## config.mk

```make
export PLATFORM = sky130hd
export DESIGN_NAME = bus_dual_sender_flat
export DESIGN_NICKNAME = d
export VERILOG_FILES = /design/src/rtl/bus_dual_sender_if.sv /design/src/rtl/bus_dual_sender.sv /design/src/flat_wrapper.sv
export SDC_FILE = /design/constraint.sdc
export NUM_CORES = 1
export LEC_CHECK = 0
export ABC_AREA = 0
export BUFFER_PORTS_ARGS = -buffer_cell sky130_fd_sc_hd__buf_2
export CAP_MARGIN = 10
export CORE_MARGIN = 2
export CORE_UTILIZATION = 55
export CTS_CLUSTER_SIZE = 25
export DETAILED_ROUTE_END_ITERATION = 7
export GPL_TIMING_DRIVEN = 0
export PLACE_DENSITY_LB_ADDON = 0.25
export SETUP_SLACK_MARGIN = 0.3
export SLEW_MARGIN = 20
export SYNTH_ARGS = -nofsm -noshare
export SYNTH_HDL_FRONTEND = slang
export SYNTH_SLANG_ARGS = --single-unit
```

## constraint.sdc

```tcl
create_clock -name clk -period 3 [get_ports clk]
set_input_delay 0.9 -clock clk [delete_from_list [all_inputs] [get_ports clk]]
set_output_delay 0.9 -clock clk [all_outputs]
set_load 0.05 [all_outputs]
```

## src/rtl/bus_dual_sender_if.sv

```systemverilog
// Handshake bundle for bus_dual_sender: payload input plus the two redundant output channels.
// Latency: none, wires only.
// Backpressure: in_ready toward the payload source; a_ready/b_ready from each channel's consumer.
// Ports: in_data/in_valid/in_ready (payload), a_*/b_* (channel word, valid, ready, sof, eof),
//        skew_err (timeout pulse), frames_sent (completed-frame counter).
interface bus_dual_sender_if #(
    parameter int DATA_W = 8
);
    logic [DATA_W-1:0] in_data;
    logic              in_valid;
    logic              in_ready;

    logic [DATA_W-1:0] a_data;
    logic              a_valid;
    logic              a_ready;
    logic              a_sof;
    logic              a_eof;

    logic [DATA_W-1:0] b_data;
    logic              b_valid;
    logic              b_ready;
    logic              b_sof;
    logic              b_eof;

    logic              skew_err;
    logic [15:0]       frames_sent;

    // master: the sender itself
    modport master (
        input  in_data, in_valid, a_ready, b_ready,
        output in_ready,
        output a_data, a_valid, a_sof, a_eof,
        output b_data, b_valid, b_sof, b_eof,
        output skew_err, frames_sent
    );

    // slave: payload source plus the two channel consumers
    modport slave (
        output in_data, in_valid, a_ready, b_ready,
        input  in_ready,
        input  a_data, a_valid, a_sof, a_eof,
        input  b_data, b_valid, b_sof, b_eof,
        input  skew_err, frames_sent
    );
endinterface

```

## src/rtl/bus_dual_sender.sv

```systemverilog
// Buffers payload words and sends HDR/SEQ/PAYxFRAME_LEN/CHK frames identically on two redundant channels.
// Latency: frame starts two cycles after its last payload word is written; then one word per cycle.
// Backpressure: per-channel ready; a channel never runs more than one word ahead; in_ready low when FIFO full.
// Ports: clk, rst (synchronous, active-high); bus (master modport) carrying in_*, a_*, b_*, skew_err, frames_sent.
module bus_dual_sender #(
    parameter int         DATA_W    = 8,
    parameter int         DEPTH     = 16,
    parameter int         FRAME_LEN = 4,
    parameter logic [7:0] HEADER    = 8'hA5,
    parameter int         SKEW_MAX  = 15
) (
    input  logic              clk,
    input  logic              rst,
    bus_dual_sender_if.master bus
);
    localparam int AW  = $clog2(DEPTH);
    localparam int SKW = (SKEW_MAX < 1) ? 1 : $clog2(SKEW_MAX + 1);

    localparam logic [AW:0]    DEPTH_C = (AW + 1)'(DEPTH);
    localparam logic [AW:0]    FLEN_C  = (AW + 1)'(FRAME_LEN);
    localparam logic [7:0]     PLAST_C = 8'(FRAME_LEN - 1);
    localparam logic [SKW-1:0] SKEW_C  = SKW'(SKEW_MAX);

    typedef enum logic [2:0] {IDLE, HDR, SEQ, PAY, CHK} state_t;

    state_t state, state_nxt;

    // payload FIFO
    logic [DATA_W-1:0] mem [DEPTH];
    logic [AW-1:0]     wr_ptr, rd_ptr;
    logic [AW:0]       count, count_nxt;
    logic              in_ready_q;
    logic              push, pop;

    // frame bookkeeping
    logic [DATA_W-1:0] seq;
    logic [DATA_W-1:0] chk;
    logic [7:0]        pay_cnt;
    logic [15:0]       frames_q;

    // per-channel lockstep
    logic              a_done, b_done;
    logic              a_vld, b_vld;
    logic              a_fire, b_fire;
    logic              advance;
    logic              one_done;
    logic [SKW-1:0]    skew_cnt;
    logic              skew_hit;

    // shared word for both channels
    logic [DATA_W-1:0] word;
    logic              sof, eof;

    // ------------------------------------------------------------------
    // FIFO
    // ------------------------------------------------------------------
    assign push = bus.in_valid && in_ready_q;
    assign pop  = advance && (state == PAY);

    always_comb begin
        count_nxt = count;
        case ({push, pop})
            2'b10:   count_nxt = count + 1'b1;
            2'b01:   count_nxt = count - 1'b1;
            default: count_nxt = count;
        endcase
    end

    // in_ready is registered off the next count so it is a clean flop output.
    always_ff @(posedge clk) begin
        if (rst) begin
            wr_ptr     <= '0;
            rd_ptr     <= '0;
            count      <= '0;
            in_ready_q <= 1'b1;
        end else begin
            if (push) wr_ptr <= wr_ptr + 1'b1;
            if (pop)  rd_ptr <= rd_ptr + 1'b1;
            count      <= count_nxt;
            in_ready_q <= (count_nxt != DEPTH_C);
        end
    end

    always_ff @(posedge clk) begin
        if (push) mem[wr_ptr] <= bus.in_data;
    end

    // ------------------------------------------------------------------
    // Channel handshakes. A channel that has already taken the current
    // word drops valid and waits; the word advances once both have it.
    // ------------------------------------------------------------------
    assign a_fire  = a_vld && bus.a_ready;
    assign b_fire  = b_vld && bus.b_ready;
    assign advance = (a_done || a_fire) && (b_done || b_fire);

    always_ff @(posedge clk) begin
        if (rst) begin
            a_done <= 1'b0;
            b_done <= 1'b0;
        end else if (advance) begin
            a_done <= 1'b0;
            b_done <= 1'b0;
        end else begin
            if (a_fire) a_done <= 1'b1;
            if (b_fire) b_done <= 1'b1;
        end
    end

    // Skew watchdog: only reports, never disturbs the frame in flight.
    assign one_done = a_done ^ b_done;
    assign skew_hit = one_done && !advance && (skew_cnt == SKEW_C);

    always_ff @(posedge clk) begin
        if (rst) begin
            skew_cnt <= '0;
        end else if (advance || !one_done || skew_hit) begin
            skew_cnt <= '0;
        end else begin
            skew_cnt <= skew_cnt + 1'b1;
        end
    end

    // ------------------------------------------------------------------
    // FSM: state register
    // ------------------------------------------------------------------
    always_ff @(posedge clk) begin
        if (rst) state <= IDLE;
        else     state <= state_nxt;
    end

    // FSM: next state. A frame only starts once its whole payload is
    // buffered, so PAY can never stall on an empty FIFO.
    always_comb begin
        state_nxt = state;
        case (state)
            IDLE: if (count >= FLEN_C)                    state_nxt = HDR;
            HDR:  if (advance)                            state_nxt = SEQ;
            SEQ:  if (advance)                            state_nxt = PAY;
            PAY:  if (advance && (pay_cnt == PLAST_C))    state_nxt = CHK;
            CHK:  if (advance)                            state_nxt = IDLE;
            default:                                      state_nxt = IDLE;
        endcase
    end

    // FSM: outputs. Word depends only on state and registers, so it holds
    // steady while either channel is still waiting.
    always_comb begin
        word  = '0;
        sof   = 1'b0;
        eof   = 1'b0;
        a_vld = (state != IDLE) && !a_done;
        b_vld = (state != IDLE) && !b_done;
        case (state)
            HDR: begin
                word = DATA_W'(HEADER);
                sof  = 1'b1;
            end
            SEQ: word = seq;
            PAY: word = mem[rd_ptr];
            CHK: begin
                word = chk;
                eof  = 1'b1;
            end
            default: word = '0;
        endcase
    end

    // Frame registers: checksum seeded with seq, folded with each payload.
    always_ff @(posedge clk) begin
        if (rst) begin
            seq      <= '0;
            chk      <= '0;
            pay_cnt  <= '0;
            frames_q <= '0;
        end else if (advance) begin
            case (state)
                SEQ: begin
                    chk     <= seq;
                    pay_cnt <= '0;
                end
                PAY: begin
                    chk     <= chk ^ word;
                    pay_cnt <= (pay_cnt == PLAST_C) ? 8'd0 : pay_cnt + 8'd1;
                end
                CHK: begin
                    seq      <= seq + 1'b1;
                    frames_q <= frames_q + 16'd1;
                end
                default: ;
            endcase
        end
    end

    // ------------------------------------------------------------------
    // Port mapping
    // ------------------------------------------------------------------
    assign bus.in_ready    = in_ready_q;
    assign bus.a_data      = word;
    assign bus.b_data      = word;
    assign bus.a_sof       = sof;
    assign bus.b_sof       = sof;
    assign bus.a_eof       = eof;
    assign bus.b_eof       = eof;
    assign bus.a_valid     = a_vld;
    assign bus.b_valid     = b_vld;
    assign bus.skew_err    = skew_hit;
    assign bus.frames_sent = frames_q;
endmodule
```

## src/flat_wrapper.sv

```systemverilog
// flat-port wrapper written by rule: the top's interface ports become plain ports
module bus_dual_sender_flat 
#(
    parameter int         DATA_W    = 8,
    parameter int         DEPTH     = 16,
    parameter int         FRAME_LEN = 4,
    parameter logic [7:0] HEADER    = 8'hA5,
    parameter int         SKEW_MAX  = 15
)
  (clk, rst, bus_in_data, bus_in_valid, bus_a_ready, bus_b_ready, bus_in_ready, bus_a_data, bus_a_valid, bus_a_sof, bus_a_eof, bus_b_data, bus_b_valid, bus_b_sof, bus_b_eof, bus_skew_err, bus_frames_sent);
  bus_dual_sender_if #(.DATA_W(DATA_W)) bus_i ();
  input  logic clk;
  input  logic rst;
  input wire logic [$bits(bus_i.in_data)-1:0] bus_in_data;
  input wire logic [$bits(bus_i.in_valid)-1:0] bus_in_valid;
  input wire logic [$bits(bus_i.a_ready)-1:0] bus_a_ready;
  input wire logic [$bits(bus_i.b_ready)-1:0] bus_b_ready;
  output wire logic [$bits(bus_i.in_ready)-1:0] bus_in_ready;
  output wire logic [$bits(bus_i.a_data)-1:0] bus_a_data;
  output wire logic [$bits(bus_i.a_valid)-1:0] bus_a_valid;
  output wire logic [$bits(bus_i.a_sof)-1:0] bus_a_sof;
  output wire logic [$bits(bus_i.a_eof)-1:0] bus_a_eof;
  output wire logic [$bits(bus_i.b_data)-1:0] bus_b_data;
  output wire logic [$bits(bus_i.b_valid)-1:0] bus_b_valid;
  output wire logic [$bits(bus_i.b_sof)-1:0] bus_b_sof;
  output wire logic [$bits(bus_i.b_eof)-1:0] bus_b_eof;
  output wire logic [$bits(bus_i.skew_err)-1:0] bus_skew_err;
  output wire logic [$bits(bus_i.frames_sent)-1:0] bus_frames_sent;
  assign bus_i.in_data = bus_in_data;
  assign bus_i.in_valid = bus_in_valid;
  assign bus_i.a_ready = bus_a_ready;
  assign bus_i.b_ready = bus_b_ready;
  assign bus_in_ready = bus_i.in_ready;
  assign bus_a_data = bus_i.a_data;
  assign bus_a_valid = bus_i.a_valid;
  assign bus_a_sof = bus_i.a_sof;
  assign bus_a_eof = bus_i.a_eof;
  assign bus_b_data = bus_i.b_data;
  assign bus_b_valid = bus_i.b_valid;
  assign bus_b_sof = bus_i.b_sof;
  assign bus_b_eof = bus_i.b_eof;
  assign bus_skew_err = bus_i.skew_err;
  assign bus_frames_sent = bus_i.frames_sent;
  bus_dual_sender #(.DATA_W(DATA_W), .DEPTH(DEPTH), .FRAME_LEN(FRAME_LEN), .HEADER(HEADER), .SKEW_MAX(SKEW_MAX)) u_core (.clk(clk), .rst(rst), .bus(bus_i));
endmodule
```

==> run_summary.xml <==
<?xml version="1.0" encoding="UTF-8"?>
<metrics>
  <group name="synthesis">
    <metric name="synth.most_common_cell" unit="">edfxtp_1</metric>
    <metric name="mappedNetlistNets" unit="">642</metric>
    <metric name="portion_of_the_post_synthesis_area_used_by_sequential_elements" unit="%">60.9</metric>
    <metric name="synthFlopType" unit="">edfxtp_1</metric>
    <metric name="synth.top_cells.by_area" unit="">edfxtp_1 45%, dfxtp_1 16%, mux4_2 6.9%</metric>
    <metric name="post_synth_instance_area" unit="sq mm">0.00851</metric>
    <metric name="synth_seq_cells" unit="">195</metric>
    <metric name="synthTopCellsByCount" unit="">128 x edfxtp_1, 77 x nor2_1, 67 x dfxtp_1</metric>
    <metric name="netlist.top_cell.by_area" unit="">edfxtp_1</metric>
    <metric name="async_set_or_reset_register_ratio_after_synthesis" unit="%">0</metric>
    <metric name="netlist-cell-type-count" unit="">64</metric>
    <metric name="synth_area_per_cell" unit="sq um">13.8</metric>
    <metric name="synth_top_area_share" unit="%">45.2</metric>
    <metric name="yosys_warnings" unit="">0</metric>
    <metric name="synth-edff-count" unit="">128</metric>
    <metric name="synth_cells" unit="">618</metric>
  </group>
  <group name="setup_path">
    <metric name="crit_path_max_fanout" unit="">6</metric>
    <metric name="cp.arrival" unit="ns">2.68</metric>
    <metric name="critPathKind" unit="">reg -&gt; out</metric>
    <metric name="critical_path.endpoint_type" unit="">primary output</metric>
    <metric name="critical_path.startpoint_type" unit="">register</metric>
    <metric name="crit_required" unit="ns">2.10</metric>
  </group>
  <group name="timing">
    <metric name="period_minus_slack" unit="ns">3.58</metric>
    <metric name="grt_setup_unrepaired" unit="">true</metric>
    <metric name="timing.final.crit_share" unit="%">119</metric>
    <metric name="relSlewSlack" unit="%">24.6</metric>
    <metric name="hold_viol_final" unit="">0</metric>
    <metric name="max_clk_rate" unit="MHz">279</metric>
    <metric name="worst_pin_slew" unit="ns">1.13</metric>
    <metric name="fin_setup_tns" unit="ns">-7.81</metric>
    <metric name="timing.final.max_slew_violations" unit="">0</metric>
    <metric name="finalClockSkew" unit="ns">0.0136</metric>
    <metric name="report.final.setup_viol" unit="">16</metric>
    <metric name="worst_slack" unit="ns">-0.583</metric>
  </group>
  <group name="worst_hold_path">
    <metric name="hold_path.class" unit="">reg -&gt; reg</metric>
  </group>
  <group name="drt">
    <metric name="route.vias.total" unit="">5497</metric>
    <metric name="total_iterations_of_the_first_detailed_routing_run" unit="">6</metric>
    <metric name="detailedRoute.firstIterationViolations" unit="">505</metric>
    <metric name="routed_wirelength" unit="um">18700</metric>
    <metric name="via_per_inst" unit="">5.98</metric>
    <metric name="remaining_drc_errors" unit="">0</metric>
    <metric name="wl_per_cell" unit="um">20.4</metric>
    <metric name="route.antenna.remaining_nets" unit="">0</metric>
  </group>
  <group name="clock_network">
    <metric name="cts.hold.buffers_added" unit="">0</metric>
    <metric name="cts_buffer_depth" unit="">2</metric>
    <metric name="clock_tree_from_tritoncts" unit="">built</metric>
    <metric name="clock_tree.htree_level_count" unit="">4</metric>
    <metric name="cts.root.buffer_cell" unit="">clkbuf_16</metric>
    <metric name="cts_buffers" unit="">17</metric>
    <metric name="insertion_delay" unit="ns">0.44</metric>
    <metric name="path_clk_slew" unit="ns">0.07</metric>
    <metric name="clkSinkCount" unit="">195</metric>
  </group>
  <group name="power">
    <metric name="power.density" unit="mW/mm^2">517</metric>
    <metric name="p_leak" unit="nW">3.56</metric>
    <metric name="design_power_total" unit="W">0.00536</metric>
    <metric name="share_seq_of_total_power" unit="%">54.0</metric>
    <metric name="p_int" unit="W">0.00415</metric>
    <metric name="power.switching" unit="W">0.00121</metric>
    <metric name="share_comb_of_total_power" unit="%">4.1</metric>
    <metric name="power_frac_clock" unit="%">41.9</metric>
    <metric name="peakVddDrop" unit="mV">0.496</metric>
    <metric name="power.share.switching" unit="%">22.6</metric>
  </group>
  <group name="outcome">
    <metric name="run_status" unit="">finished, violations left</metric>
    <metric name="failed_checks" unit="">negative setup slack</metric>
  </group>
  <group name="placement">
    <metric name="dp_hpwl" unit="um">12000</metric>
    <metric name="globalplace.congestion" unit="">0.864</metric>
    <metric name="buffer_ports.inserted" unit="">52</metric>
  </group>
  <group name="floorplan">
    <metric name="floorplan.initialDensity" unit="%">56.2</metric>
    <metric name="dieHeight" unit="um">128</metric>
    <metric name="die_x" unit="um">128</metric>
    <metric name="die_area" unit="sq mm">0.0165</metric>
    <metric name="placementRows" unit="">45</metric>
    <metric name="floorplan.io_pins" unit="">53</metric>
    <metric name="coreArea" unit="sq mm">0.0151</metric>
  </group>
  <group name="grt">
    <metric name="grt.total_usage" unit="%">23.8</metric>
    <metric name="grt-ovfl-total" unit="">0</metric>
    <metric name="maximum_number_of_pins_on_one_net_before_global_route_repair" unit="">20</metric>
    <metric name="first_global_vias" unit="">5332</metric>
    <metric name="grt_antenna_before_repair" unit="">0</metric>
    <metric name="global_route_wire_length_before_repair" unit="um">29200</metric>
  </group>
  <group name="flow_run">
    <metric name="max_capacitance_violation_count" unit="">0</metric>
  </group>
  <group name="cells_and_area">
    <metric name="share_of_final_layout_standard_cells_stronger_than_drive_strength_1" unit="%">31.6</metric>
    <metric name="flow.area_growth_from_synthesis" unit="%">21.9</metric>
    <metric name="antenna_cells_inserted" unit="">0</metric>
    <metric name="number_of_nets_at_the_end_of_the_flow" unit="">743</metric>
  </group>
</metrics>
worst paths after layout:
| path | start | cells after the start | endpoint | slack [ns] |
|---|---|---|---|---|
| max | register | 8 | bus_b_data[4] | -0.58 |
| min | u_core.skew_cnt[0] | 1 | u_core.skew_cnt[0] | 0.45 |
| max reg2reg | u_core.state[2] | 13 | u_core.bus.in_ready | 0.12 |
| min reg2reg | u_core.skew_cnt[0] | 1 | u_core.skew_cnt[0] | 0.45 |
routing by layer:
layer | routed length (um) | vias up | track usage [%]
met2 | 9490 | 211 | 39.4
met4 | 418 | 0 | 8.53
met1 | 7890 | 2738 | 31.9
met5 | 0 | - | 0
li1 | - | 2519 | -
met3 | 954 | 29 | 4.45
stage by stage:
step / cell area [sq um] / setup slack [ns] / util (%) / hold slack, ns / cells
2_1_floorplan: 8730 / -0.0321 / - / 0.418 / 618
3_3_place_gp: 9220 / -0.248 / 60.9 / 0.426 / 858
3_5_place_dp: 9270 / -0.294 / 61.2 / 0.445 / 861
4_1_cts: 10200 / -0.606 / 67.7 / 0.461 / 913
5_1_grt: 10400 / -0.650 / 68.5 / 0.477 / 920
6_report: 10400 / -0.583 / 68.5 / 0.455 / 920
cells by family (layout without fill, tap and decap cells):
family | Yosys count | count (layout) | share of synthesized area, %
xor gates and xnor gates | 39 | 39 | 4.01
buffers and inverters | 55 | 169 | 4.13
muxes | 54 | 54 | 12.1
DFF | 195 | 195 | 60.9
adders and majority gates | 11 | 11 | 1.62
and+or+nand+nor | 189 | 189 | 10.8
AOI/OAI and AO/OA | 75 | 75 | 6.40
power groups by stage:
stage	sequential, W	combinational [W]	clock [W]
after detailed placement	0.00295	0.000185	0
after floorplan	0.00295	0.000113	0
final	0.00289	0.000219	0.00225
after CTS	0.00289	0.000209	0.00228
after global routing	0.00290	0.000236	0.00239
after global placement	0.00295	0.000175	0
timing repair:
| item | CTS | global route |
|---|---|---|
| pin swaps | 9 | 7 |
| resized for setup | 72 | 24 |
| cloned | 1 | 0 |
| endpoints found under the setup margin | 25 | 24 |
| buffers inserted | 19 | 7 |
state kept, by name (all words and copies together), names as in the netlist, 5 cells and up, named ones only:
signal                  cells
u_core.bus.frames_sent     16
u_core.seq                  8
u_core.pay_cnt              8
u_core.chk                  8
u_core.mem                128
u_core.count                5
worst max-delay path, stage by stage (launching register included):
cell and delay, ns:
dfxtp_2 0.34, buf_8 0.13, buf_12 0.12, mux4_2 0.52, mux4_2 0.53, mux2i_2 0.21, o22ai_4 0.11, buf_6 0.16
buf_8 0.14
cells in the final DEF (no fill, tap or decap), drive strengths merged, types with 5 or more instances in the layout:
| cell type | Yosys | layout |
|---|---|---|
| o21ai | 19 | 19 |
| buf | 23 | 106 |
| nor3b | 5 | 5 |
| nor4 | 8 | 8 |
| mux4 | 36 | 36 |
| nand4 | 12 | 12 |
| xnor2 | 14 | 14 |
| inv | 12 | 18 |
| nor2 | 78 | 78 |
| o31ai | 6 | 6 |
| nand3 | 14 | 14 |
| xor2 | 25 | 25 |
| clkbuf | 19 | 35 |
| a21oi | 19 | 19 |
| dfxtp | 67 | 67 |
| nor3 | 16 | 16 |
| clkinv | 0 | 7 |
| mux2i | 18 | 18 |
| a21o | 6 | 6 |
| nand2 | 34 | 34 |
| ha | 11 | 11 |
| edfxtp | 128 | 128 |
final cells by class:
type | instances | area, sq um
well taps | 188 | 235
fillers | 1057 | 4770
flip-flops and latches | 195 | 5190
multi-input cells | 368 | 3190
plain buffers | 43 | 454
clock inverters | 15 | 163
inverters | 12 | 51.3
repair buffers | 82 | 667
clock buffers | 17 | 425
Note: power is estimated with default switching activity, not from simulation.
